[src/rtl/mips_pkg.sv]
// Shared MIPS pipeline encodings: ALUOp values, R-type funct codes, control-bit
// positions and the ID/EX bubble constants.
package mips_pkg;

    localparam logic [2:0] AluOpMem    = 3'b000;
    localparam logic [2:0] AluOpBranch = 3'b001;
    localparam logic [2:0] AluOpRtype  = 3'b010;
    localparam logic [2:0] AluOpAndi   = 3'b011;
    localparam logic [2:0] AluOpOri    = 3'b100;
    localparam logic [2:0] AluOpSlti   = 3'b111;

    localparam logic [5:0] FunctAdd = 6'b100000;
    localparam logic [5:0] FunctSub = 6'b100010;
    localparam logic [5:0] FunctAnd = 6'b100100;
    localparam logic [5:0] FunctOr  = 6'b100101;
    localparam logic [5:0] FunctSlt = 6'b101010;

    // Bit positions inside the 7-bit control bundle, reg_dst is the MSB
    localparam int unsigned CtrlRegDst   = 6;
    localparam int unsigned CtrlAluSrc   = 5;
    localparam int unsigned CtrlMemRead  = 4;
    localparam int unsigned CtrlMemWrite = 3;
    localparam int unsigned CtrlMemToReg = 2;
    localparam int unsigned CtrlRegWrite = 1;
    localparam int unsigned CtrlBranch   = 0;

    localparam logic [6:0] CtrlBubble  = 7'b0000000;
    localparam logic [2:0] AluOpBubble = AluOpMem;
    localparam logic [5:0] FunctBubble = 6'b000000;

endpackage

[src/rtl/hazard_unit.sv]
// Load-use hazard detection and front-end write enables, purely combinational.
module hazard_unit (
    input  logic       ex_valid,
    input  logic       ex_mem_read,
    input  logic [4:0] ex_rt,
    input  logic       id_valid,
    input  logic [4:0] id_rs,
    input  logic [4:0] id_rt,
    input  logic       flush,
    input  logic       hold,
    output logic       lu,
    output logic       pc_write,
    output logic       if_id_write
);

    always_comb begin
        lu = ex_valid & ex_mem_read & id_valid & (ex_rt != 5'd0)
             & ((ex_rt == id_rs) | (ex_rt == id_rt));
        // A flush lets the fetch redirect advance even while a load-use is seen
        pc_write    = ~hold & (flush | ~lu);
        if_id_write = ~hold & (flush | ~lu);
    end

endmodule

[src/rtl/id_ex_stage.sv]
// ID/EX pipeline register with load-use bubble insertion, flush, hold and a
// saturating count of inserted load-use bubbles.
module id_ex_stage #(
    parameter int unsigned DW = 32,
    parameter int unsigned CW = 16
) (
    input  logic          clk,
    input  logic          rst_n,
    input  logic          id_valid,
    input  logic [DW-1:0] id_pc4,
    input  logic [DW-1:0] id_rs_data,
    input  logic [DW-1:0] id_rt_data,
    input  logic [DW-1:0] id_imm,
    input  logic [4:0]    id_rs,
    input  logic [4:0]    id_rt,
    input  logic [4:0]    id_rd,
    input  logic [5:0]    id_funct,
    input  logic [2:0]    id_alu_op,
    input  logic [6:0]    id_ctrl,
    input  logic          flush,
    input  logic          hold,
    output logic          ex_valid,
    output logic [DW-1:0] ex_pc4,
    output logic [DW-1:0] ex_rs_data,
    output logic [DW-1:0] ex_rt_data,
    output logic [DW-1:0] ex_imm,
    output logic [4:0]    ex_rs,
    output logic [4:0]    ex_rt,
    output logic [4:0]    ex_rd,
    output logic [5:0]    ex_funct,
    output logic [2:0]    ex_alu_op,
    output logic [6:0]    ex_ctrl,
    output logic          pc_write,
    output logic          if_id_write,
    output logic [CW-1:0] stall_cnt
);
    import mips_pkg::*;

    logic lu;

    hazard_unit u_hazard (
        .ex_valid    (ex_valid),
        .ex_mem_read (ex_ctrl[CtrlMemRead]),
        .ex_rt       (ex_rt),
        .id_valid    (id_valid),
        .id_rs       (id_rs),
        .id_rt       (id_rt),
        .flush       (flush),
        .hold        (hold),
        .lu          (lu),
        .pc_write    (pc_write),
        .if_id_write (if_id_write)
    );

    always_ff @(posedge clk or negedge rst_n) begin
        if (!rst_n) begin
            ex_valid   <= 1'b0;
            ex_pc4     <= '0;
            ex_rs_data <= '0;
            ex_rt_data <= '0;
            ex_imm     <= '0;
            ex_rs      <= '0;
            ex_rt      <= '0;
            ex_rd      <= '0;
            ex_funct   <= FunctBubble;
            ex_alu_op  <= AluOpBubble;
            ex_ctrl    <= CtrlBubble;
        end else if (!hold) begin
            if (flush || lu) begin
                ex_valid   <= 1'b0;
                ex_pc4     <= '0;
                ex_rs_data <= '0;
                ex_rt_data <= '0;
                ex_imm     <= '0;
                ex_rs      <= '0;
                ex_rt      <= '0;
                ex_rd      <= '0;
                ex_funct   <= FunctBubble;
                ex_alu_op  <= AluOpBubble;
                ex_ctrl    <= CtrlBubble;
            end else begin
                ex_valid   <= id_valid;
                ex_pc4     <= id_pc4;
                ex_rs_data <= id_rs_data;
                ex_rt_data <= id_rt_data;
                ex_imm     <= id_imm;
                ex_rs      <= id_rs;
                ex_rt      <= id_rt;
                ex_rd      <= id_rd;
                ex_funct   <= id_funct;
                ex_alu_op  <= id_alu_op;
                ex_ctrl    <= id_ctrl;
            end
        end
    end

    // Only bubbles caused by load-use count; flush and hold take precedence
    always_ff @(posedge clk or negedge rst_n) begin
        if (!rst_n) begin
            stall_cnt <= '0;
        end else if (!hold && !flush && lu && (stall_cnt != {CW{1'b1}})) begin
            stall_cnt <= stall_cnt + CW'(1);
        end
    end

endmodule

[config.mk]
export PLATFORM = sky130hd
export DESIGN_NAME = id_ex_stage
export DESIGN_NICKNAME = d
export VERILOG_FILES = /design/src/rtl/mips_pkg.sv /design/src/rtl/hazard_unit.sv /design/src/rtl/id_ex_stage.sv
export SDC_FILE = /design/constraint.sdc
export NUM_CORES = 1
export LEC_CHECK = 0
export ABC_AREA = 1
export BUFFER_PORTS_ARGS = -buffer_cell sky130_fd_sc_hd__buf_4
export CORE_AREA = 2 2 131 133
export CTS_BUF_LIST = sky130_fd_sc_hd__clkbuf_16
export DETAILED_ROUTE_END_ITERATION = 16
export DIE_AREA = 0 0 133 135
export GPL_ROUTABILITY_DRIVEN = 0
export GPL_TIMING_DRIVEN = 1
export PLACE_DENSITY = 0.88
export SYNTH_ARGS = -nofsm -noshare
export SYNTH_HDL_FRONTEND = slang
export SYNTH_SLANG_ARGS = --single-unit
[constraint.sdc]
create_clock -name clk -period 4.7 [get_ports clk]
set_input_delay 0.235 -clock clk [delete_from_list [all_inputs] [get_ports clk]]
set_output_delay 0.235 -clock clk [all_outputs]
set_load 0.03 [all_outputs]
==> results of run 1 <==
==> flip-flops by register name (all words and copies together), names as in the netlist, 6 cells and up <==
name	cells
ex_rt_data	32
ex_imm	32
ex_rs_data	32
stall_cnt	16
ex_pc4	32
ex_ctrl	7
ex_funct	6
==> worst paths after layout <==
kind | start | to | slack (ns) | depth (start not counted)
min in group asynchronous | rst_n | ex_rt_data[25]$_DFFE_PN0N_ | 0.40 | 2
setup reg to reg | ex_rt[2]$_DFFE_PN0N_ | ex_alu_op[0]$_DFFE_PN0N_ | 2.05 | 10
hold reg to reg | ex_rs_data[23]$_DFFE_PN0N_ | ex_rs_data[23]$_DFFE_PN0N_ | 0.48 | 2
setup / recovery | ex_rt[2]$_DFFE_PN0N_ | ex_alu_op[0]$_DFFE_PN0N_ | 2.05 | 10
max in group asynchronous | rst_n | ex_imm[12]$_DFFE_PN0N_ | 3.29 | 3
hold / removal | id_rt_data[18] | ex_rt_data[18]$_DFFE_PN0N_ | 0.08 | 3
==> final cells by class <==
type | instances | share of cell area
clock inverter | 15 | 0.0110
sequential | 176 | 0.398
inverter | 20 | 0.00701
timing repair buffer | 347 | 0.237
multi-input combinational | 625 | 0.283
clock buffer | 17 | 0.0385
tap | 220 | 0.0249
==> placed cells by master (no fill, tap or decap), types with 3 or more instances in the layout <==
master / n
nand2_1: 402
buf_4: 344
dfrtp_1: 176
o21ai_2: 96
o21ai_0: 60
nor2_1: 20
inv_1: 17
clkbuf_16: 17
xnor2_1: 8
nand3_1: 8
xor2_1: 8
inv_2: 5
nand3_2: 4
o22ai_2: 4
clkinvlp_4: 4
nand4_1: 3
nor3_1: 3
clkinv_2: 3
inv_6: 3
==> cell families after synthesis <==
family                   after synthesis  share of synthesized area
flip-flops                           176                      0.549
buffers and inverters                 76                     0.0606
XOR/XNOR                              16                     0.0175
AND/OR/NAND/NOR                      447                      0.221
AO/OA/AOI/OAI                        161                      0.150
adder cells (fa/ha/maj)                1                    0.00156
==> per-layer routing <==
layer	GRT usage	wire length, microns	up-vias
met5	0	0	-
met4	0.0974	656	0
met3	0.0698	1820	47
met2	0.425	11400	314
met1	0.303	8670	3320
li1	-	-	3401
==> worst max-delay path, cell delays in order (launching register included) <==
cell,delay (ns)
dfrtp_1,0.40
inv_2,0.07
nand2_1,0.06
nand2_1,0.04
nor2_1,0.14
nand3_1,0.14
nand2_4,0.11
nand2_2,0.09
nand2_8,0.77
buf_4,0.52
o21ai_0,0.15
==> through the flow <==
step                      power, mW  hold WS [ns]  std cells   util
after floorplan                2.16       -0.0606        877      -
after global placement         2.50         0.288       1387  0.640
after detailed placement       2.52         0.291       1387  0.640
after CTS                      3.85        0.0616       1420  0.674
after global routing           3.97        0.0674       1420  0.674
final                          3.81        0.0782       1420  0.674
==> report_power, final <==
part	switching (mW)	leakage (nW)	internal (mW)	total [mW]
Clock	0.596	0.270	0.726	1.32
Sequential	0.0659	2.31	1.62	1.69
Combinational	0.491	3.14	0.307	0.798
Total	1.15	5.72	2.66	3.81
==> what timing repair did <==
item                      4_1_cts  5_1_grt
hold buffers                    1        0
resized for setup               0        0
hold endpoints to repair       72        0
==> cell usage after synthesis, drive strengths merged <==
| cell type | number |
|---|---|
| o21bai | 1 |
| nor2 | 21 |
| xor2 | 8 |
| nand2 | 405 |
| o21ai | 156 |
| inv | 20 |
| o22ai | 4 |
| nand4 | 4 |
| nor3 | 4 |
| buf | 22 |
| nand3 | 12 |
| xnor2 | 8 |
| dfrtp | 176 |
| ha | 1 |
| nand3b | 1 |
| clkbuf | 34 |
==> flow_metrics.env, run 1 <==
export IMPL_syn_nets=1042
export IMPL_end_kind="flip-flop"
export IMPL_ys_ff_latch=176
export IMPL_ys_warnings_count=0
export IMPL_wirelength_mm=22.6
export IMPL_grt_usage=0.250
export IMPL_synth_area_leaders="dfrtp_1 (55%), nand2_1 (19%), o21ai_2 (10%), o21ai_0 (3.7%), buf_12 (2.7%)"
export IMPL_crit_required_ns=4.98
export IMPL_seqCellArea_sq_mm=0.00440
export IMPL_cts_made_buffers=17
export IMPL_outcome="complete, no violations"
export IMPL_hpwl_mm=15.8
export IMPL_setup_violations=0
export IMPL_synth_top_area_cell="dfrtp_1"
export IMPL_layout_min_cycle_time_ns=2.65
export IMPL_cts_sinks=176
export IMPL_clockBufferDepth=2
export IMPL_dieArea_sq_mm=0.0180
export IMPL_grt_max_degree=130
export IMPL_io_pins=342
export IMPL_postLayoutCellArea_sq_mm=0.0111
export IMPL_routed_via_density=4.99
export IMPL_clk_pin_slew_worst_paths_ns=0.07
export IMPL_p_per_area_mw_per_mm2=344
export IMPL_fillCellCount=1289
export IMPL_period_share=0.565
export IMPL_fmax_ghz=0.377
export IMPL_synth_seq_area_share=0.549
export IMPL_synth_top_area_share=0.549
export IMPL_setup_ws_ns=2.05
export IMPL_syn_area_sq_mm=0.00802
export IMPL_fp_dieH_microns=135
export IMPL_finish_net_count=1352
export IMPL_pre_cts_ws_ns=2.05
export IMPL_root_buffer="clkbuf_16"
export IMPL_fin_worst_skew_ns=0.0103
export IMPL_routedWlPerCell_microns=15.9
export IMPL_placed_cell_area_sq_mm=0.0105
export IMPL_clk_latency_ns=0.42
export IMPL_io_buffers=341
export IMPL_cts_tree="yes"
export IMPL_ir_worst_vdd_uv=258
export IMPL_vias=7082
export IMPL_drc=0
export IMPL_drtIter0Drc=367
export IMPL_rsz0062_at_grt="no"
export IMPL_grt_pass1_vias=6910
export IMPL_grt_pass1_wl_mm=35.7
export IMPL_crit_path_start_kind="flip-flop"
export IMPL_row_count=47
export IMPL_hp_class="primary input to flip-flop"
export IMPL_avgSynthCellArea_sq_um=9.14
export IMPL_cp_max_fo=129
export IMPL_worst_slew_pin_slew_ns=1.07
export IMPL_fin_tns_setup_ns=0
export IMPL_die_w_microns=133
export IMPL_synthToLayoutAreaGrowth_pct=38.0
export IMPL_antenna_left=0
export IMPL_crit_type="flip-flop to flip-flop"
export IMPL_cap_viol_max_count=0
export IMPL_antenna_found_initial=0
export IMPL_syn_inst=877
export IMPL_initial_utilization=0.489
export IMPL_multiInputGateArea_sq_mm=0.00313
export IMPL_p_leak_nw=5.72
export IMPL_worstPathArrival_ns=2.93
export IMPL_slew_headroom=0.287
export IMPL_slew_violations=0
export IMPL_grt_overflow=0
export IMPL_yosysUniqueCellTypes=26
export IMPL_hold_viol=0
export IMPL_core_area_sq_mm=0.0164
export IMPL_drive_above_1_share=0.409
export IMPL_post_cts_buffers=0
export IMPL_h_tree_depth=4
export IMPL_diodes=0
export IMPL_drt_first_pass_iters=4
Note: power is estimated with default switching activity, not from simulation.
==> inputs of run 2 (changes only) <==
- CORE_AREA: 2 2 131 133 -> default
- CORE_ASPECT_RATIO: default -> 0.9
- CORE_MARGIN: default -> 2
- CORE_UTILIZATION: default -> 48
- DIE_AREA: 0 0 133 135 -> default
- PLACE_DENSITY: 0.88 -> 0.87
- clock period: 4.7 -> 2.5 ns (I/O delays scaled with it)
==> run 2 against run 1 <==
Clock-buffer cell count unchanged. Critical endpoint is now ex_rd[4]$_DFFE_PN0N_. Sequential share of layout area shrank 5.2 points. Clock skew is 0.0020 ns higher. Maximum frequency increased by 27%. Utilization increased by 11 points. Clock power up 95%. Power increased by 98%. Largest power group unchanged. First-iteration DRC count increased by 94%. Via count grew 19%.
==> flow_metrics.env, run 2 (synthesized netlist as in run 1, its figures left out) <==
export IMPL_p_leak_nw=6.42
export IMPL_grt_usage=0.335
export IMPL_seqCellArea_sq_mm=0.00440
export IMPL_io_buffers=341
export IMPL_fin_worst_skew_ns=0.0123
export IMPL_worst_slew_pin_slew_ns=0.633
export IMPL_holdWs_ns=0.0169
export IMPL_crit_required_ns=2.79
export IMPL_fin_tns_setup_ns=0
export IMPL_dieArea_sq_mm=0.0177
export IMPL_grt_overflow=0
export IMPL_path_cells="inv_2 -> nand2_1 -> nand2_1 -> nor2_1 -> nand3_1 -> nand2_4 -> nand2_2 -> nand2_8 -> buf_12 -> o21ai_0"
export IMPL_clockBufferDepth=2
export IMPL_rsz0062_at_grt="no"
export IMPL_setup_ws_ns=0.418
export IMPL_final_cell_mix="nand2_1 (402), buf_4 (348), dfrtp_1 (176)"
export IMPL_period_share=0.833
export IMPL_die_w_microns=140
export IMPL_slowest_delay_ns=0.43
export IMPL_drtIter0Drc=712
export IMPL_finish_net_count=1515
export IMPL_use_met2=0.598
export IMPL_crit_top_cell="nand2_1"
export IMPL_drt_first_pass_iters=5
export IMPL_worstPathArrival_ns=2.37
export IMPL_grt_use_met3=0.0902
export IMPL_end_kind="flip-flop"
export IMPL_p_per_area_mw_per_mm2=594
export IMPL_outcome="complete, no violations"
export IMPL_antenna_found_initial=2
export IMPL_pre_cts_ws_ns=0.593
export IMPL_antenna_left=0
export IMPL_fp_dieH_microns=127
export IMPL_setup_violations=0
export IMPL_cp_max_fo=45
export IMPL_crit_type="flip-flop to flip-flop"
export IMPL_hpwl_mm=16.5
export IMPL_grt_pass1_vias=8826
export IMPL_io_pins=342
export IMPL_root_buffer="clkbuf_16"
export IMPL_hp_class="primary input to flip-flop"
export IMPL_cp_top_family="simple AND/OR/NAND/NOR gates"
export IMPL_core_area_sq_mm=0.0162
export IMPL_utilization=0.783
export IMPL_top_usage_layer="met2"
export IMPL_crit_slowest_cell="dfrtp_1"
export IMPL_initial_utilization=0.494
export IMPL_grt_max_degree=98
export IMPL_grt_pass1_wl_mm=46.8
export IMPL_fillCellCount=898
export IMPL_clk_pin_slew_worst_paths_ns=0.07
export IMPL_ir_worst_vdd_uv=472
export IMPL_critPathBufInv=2
export IMPL_clk_latency_ns=0.43
export IMPL_mostFrequentLayoutCell="nand2_1"
export IMPL_cts_tree="yes"
export IMPL_routed_via_density=5.36
export IMPL_hold_viol=0
export IMPL_cap_viol_max_count=0
export IMPL_cts_sinks=176
export IMPL_slew_headroom=0.578
export IMPL_drc=0
export IMPL_drive_above_1_share=0.365
export IMPL_post_cts_buffers=0
export IMPL_wirelength_mm=29.6
export IMPL_grt_met1_usage=0.366
export IMPL_routedWlPerCell_microns=18.8
export IMPL_h_tree_depth=4
export IMPL_cts_made_buffers=17
export IMPL_vias=8419
export IMPL_fmax_ghz=0.480
export IMPL_row_count=44
export IMPL_crit_path_start_kind="flip-flop"
export IMPL_synthToLayoutAreaGrowth_pct=58.7
export IMPL_layout_min_cycle_time_ns=2.08
export IMPL_multiInputGateArea_sq_mm=0.00313
export IMPL_slew_violations=0
[run 2: changes by cell type in the layout (fill, tap and decap cells not counted)]
cell | previous run | this run
inv_1 | 17 | 14
buf_12 | 1 | 5
clkinv_1 | 0 | 4
dlygate4sd3_1 | 1 | 156
diode_2 | 0 | 2
inv_6 | 3 | 4
buf_4 | 344 | 348
clkinvlp_4 | 4 | 2
inv_8 | 0 | 2
clkinv_2 | 3 | 1
[run 2: power breakdown]
group          switching, mW  internal (mW)
logic                   1.04          0.751
clock network           1.19           1.38
registers              0.142           3.05
[run 2: worst paths after layout]
kind / start / end / slack (ns) / depth (start not counted)
hold reg to reg: ex_rs_data[14]$_DFFE_PN0N_ / ex_rs_data[14]$_DFFE_PN0N_ / 0.48 / 2
hold / removal: id_pc4[0] / ex_pc4[0]$_DFFE_PN0N_ / 0.02 / 3
min in group asynchronous: rst_n / ex_rt_data[8]$_DFFE_PN0N_ / 0.23 / 2
setup reg to reg: ex_rt[2]$_DFFE_PN0N_ / ex_rd[4]$_DFFE_PN0N_ / 0.42 / 10
max in group asynchronous: rst_n / ex_rt_data[19]$_DFFE_PN0N_ / 1.52 / 3
setup / recovery: ex_rt[2]$_DFFE_PN0N_ / ex_rd[4]$_DFFE_PN0N_ / 0.42 / 10
[run 2: stage by stage]
| step | power, mW | instance area [sq um] | instances |
|---|---|---|---|
| final | 7.55 | 12700 | 1572 |
| after global routing | 7.83 | 12700 | 1572 |
| after CTS | 7.49 | 12700 | 1570 |
| after detailed placement | 4.76 | 10600 | 1382 |
| after global placement | 4.72 | 10600 | 1382 |
| after floorplan | 4.05 | 8020 | 877 |
[run 2: metal layers]
layer | vias up | wire length, microns
li1 | 3731 | -
met1 | 4066 | 10400
met2 | 484 | 15300
met3 | 138 | 2330
met4 | 0 | 1570
met5 | - | 0
[run 2: area by class of cell]
type,count,share of cell area
antenna,2,0.000393
clock buffer,17,0.0334
clock inverter,15,0.0103
inverter,20,0.00610
multi-input combinational,625,0.246
sequential,176,0.346
tap,207,0.0204
timing repair buffer,510,0.337
[run 2: worst reg2reg max path: stages (launching register included)]
cell and delay [ns]:
dfrtp_1 0.43, inv_2 0.12, nand2_1 0.07, nand2_1 0.08, nor2_1 0.05, nand3_1 0.11, nand2_4 0.08, nand2_2 0.11
nand2_8 0.23, buf_12 0.28, o21ai_0 0.39
[run 2: what timing repair did]
action / CTS / global route
resized for setup: 0 / 0
endpoints found under the hold margin: 207 / 0
hold buffers: 156 / 0
endpoints found under the setup margin: 0 / 0
==> inputs of run 3 (changes only) <==
- CORE_UTILIZATION: 48 -> 43
- PLACE_DENSITY: 0.87 -> 0.83
- clock period: 2.5 -> 1.9 ns (I/O delays scaled with it)
==> run 3 against run 2 <==
Power rose by 35%. Clock skew rose by 0.00057 ns. Critical path depth did not move.
==> flow_metrics.env, run 3 (synthesized netlist as in run 1, its figures left out) <==
export IMPL_p_leak_nw=6.56
export IMPL_cts_sinks=176
export IMPL_slew_headroom=0.566
export IMPL_wirelength_mm=27.9
export IMPL_antenna_found_initial=2
export IMPL_pre_cts_ws_ns=0.176
export IMPL_cp_max_fo=4
export IMPL_layout_min_cycle_time_ns=1.87
export IMPL_grt_use_met3=0.0678
export IMPL_antenna_left=0
export IMPL_clockBufferDepth=2
export IMPL_hold_viol=0
export IMPL_crit_type="flip-flop to output port"
export IMPL_finish_net_count=1533
export IMPL_synthToLayoutAreaGrowth_pct=62.9
export IMPL_slew_violations=0
export IMPL_io_buffers=341
export IMPL_grt_overflow=0
export IMPL_die_w_microns=148
export IMPL_cts_made_buffers=17
export IMPL_p_per_area_mw_per_mm2=783
export IMPL_end_kind="output port"
export IMPL_hpwl_mm=16.5
export IMPL_setup_ws_ns=0.0306
export IMPL_drc=0
export IMPL_clk_pin_slew_worst_paths_ns=0.07
export IMPL_crit_end="pc_write"
export IMPL_clk_latency_ns=0.42
export IMPL_r2r_slack_ns=0.09
export IMPL_row_count=47
export IMPL_top_usage_layer="met2"
export IMPL_fmax_ghz=0.535
export IMPL_cp_startpoint="ex_rt[2]$_DFFE_PN0N_"
export IMPL_worstPathArrival_ns=1.77
export IMPL_placedCellCount=1429
export IMPL_root_buffer="clkbuf_16"
export IMPL_r2r_start="ex_rt[2]$_DFFE_PN0N_"
export IMPL_initial_utilization=0.437
export IMPL_mostFrequentLayoutCell="nand2_1"
export IMPL_cap_viol_max_count=0
export IMPL_cts_tree="yes"
export IMPL_outcome="complete, no violations"
export IMPL_hp_class="primary input to flip-flop"
export IMPL_rsz0062_at_grt="yes"
export IMPL_crit_path_start_kind="flip-flop"
export IMPL_final_cell_mix="nand2_1 (400), buf_4 (356), dfrtp_1 (176)"
export IMPL_core_area_sq_mm=0.0183
export IMPL_drtIter0Drc=529
export IMPL_h_tree_depth=4
export IMPL_drive_above_1_share=0.377
export IMPL_worst_slew_pin_slew_ns=0.651
export IMPL_holdWs_ns=0.0300
export IMPL_total_power_mw=10.2
export IMPL_vias=8213
export IMPL_grt_pass1_wl_mm=43.6
export IMPL_fp_dieH_microns=134
export IMPL_grt_max_degree=120
export IMPL_grt_met1_usage=0.321
export IMPL_ir_worst_vdd_uv=638
export IMPL_io_pins=342
export IMPL_worst_r2r_endpoint="ex_ctrl[1]$_DFFE_PN0N_"
export IMPL_setup_violations=0
export IMPL_grt_pass1_vias=8540
export IMPL_utilization=0.712
export IMPL_use_met2=0.501
export IMPL_dieArea_sq_mm=0.0197
export IMPL_routedWlPerCell_microns=17.1
export IMPL_crit_required_ns=1.80
export IMPL_stdcell_count=1627
export IMPL_routed_via_density=5.05
export IMPL_reg2regPathDepth=10
export IMPL_period_share=0.984
export IMPL_drt_first_pass_iters=5
export IMPL_grt_usage=0.280
export IMPL_fin_worst_skew_ns=0.0129
[run 3: cell types whose count changed in the layout (fill, tap and decap cells not counted), moves of 2 or more]
cell,previous run,this run
nand2_1,402,400
bufinv_16,1,3
buf_12,5,11
nand2_2,1,3
clkinv_1,4,2
buf_4,348,356
buf_6,1,3
dlygate4sd3_1,156,158
[run 3: critical path, stage by stage (launching register included)]
cell and delay [ns]:
dfrtp_1 0.43, inv_2 0.09, nand2_1 0.06, nand2_1 0.05
nor2_1 0.10, nand3_1 0.13, nand2_4 0.14, nand3_4 0.10
nand2_2 0.08, inv_2 0.06, buf_6 0.13
[run 3: power by group]
group	switching (mW)	internal (mW)
registers	0.181	4.01
logic	1.35	1.03
clock network	1.56	2.09
total	3.09	7.13
[run 3: metrics by stage]
| stage | cell area [sq um] | setup TNS [ns] |
|---|---|---|
| floorplan | 8020 | 0 |
| finish | 13100 | 0 |
| global route | 13100 | -0.153 |
| CTS | 13000 | 0 |
| detailed placement | 10800 | 0 |
| global placement | 10800 | 0 |
[run 3: area by class of cell]
cell class	instances	area [sq um]
Inverter	20	77.6
Timing Repair Buffer	528	4510
Antenna cell	2	5.00
Sequential cell	176	4400
Clock inverter	14	179
Clock buffer	17	425
Tap cell	245	307
Fill cell	1225	5290
Multi-Input combinational cell	625	3150
[run 3: worst min-delay path by stage]
stage                                             to  slack, ns  cells past startpoint       start
after detailed placement  ex_rs_data[30]$_DFFE_PN0N_       0.14                      1       rst_n
after CTS                     ex_ctrl[4]$_DFFE_PN0N_      0.004                      3  id_ctrl[4]
final                          ex_pc4[1]$_DFFE_PN0N_       0.03                      3   id_pc4[1]
after global routing           ex_pc4[1]$_DFFE_PN0N_      0.007                      3   id_pc4[1]
after floorplan             ex_alu_op[0]$_DFFE_PN0N_      -0.20                      0       rst_n
after global placement    ex_rt_data[29]$_DFFE_PN0N_       0.13                      1       rst_n
[run 3: repair_timing]
action / 4_1_cts / 5_1_grt
pin swaps: 0 / 9
hold buffers: 157 / 1
buffers inserted: 1 / 6
endpoints found under the hold margin: 211 / 1
endpoints found under the setup margin: 2 / 29
gates resized for setup: 2 / 7
cloned: 0 / 0
[run 3: routing by layer]
| metal | up-vias | wire length [microns] | part of all wire |
|---|---|---|---|
| li1 | 3770 | - | - |
| met1 | 3942 | 10300 | 0.37 |
| met2 | 427 | 14400 | 0.52 |
| met3 | 74 | 2200 | 0.079 |
| met4 | 0 | 1000 | 0.036 |
| met5 | - | 0 | 0 |
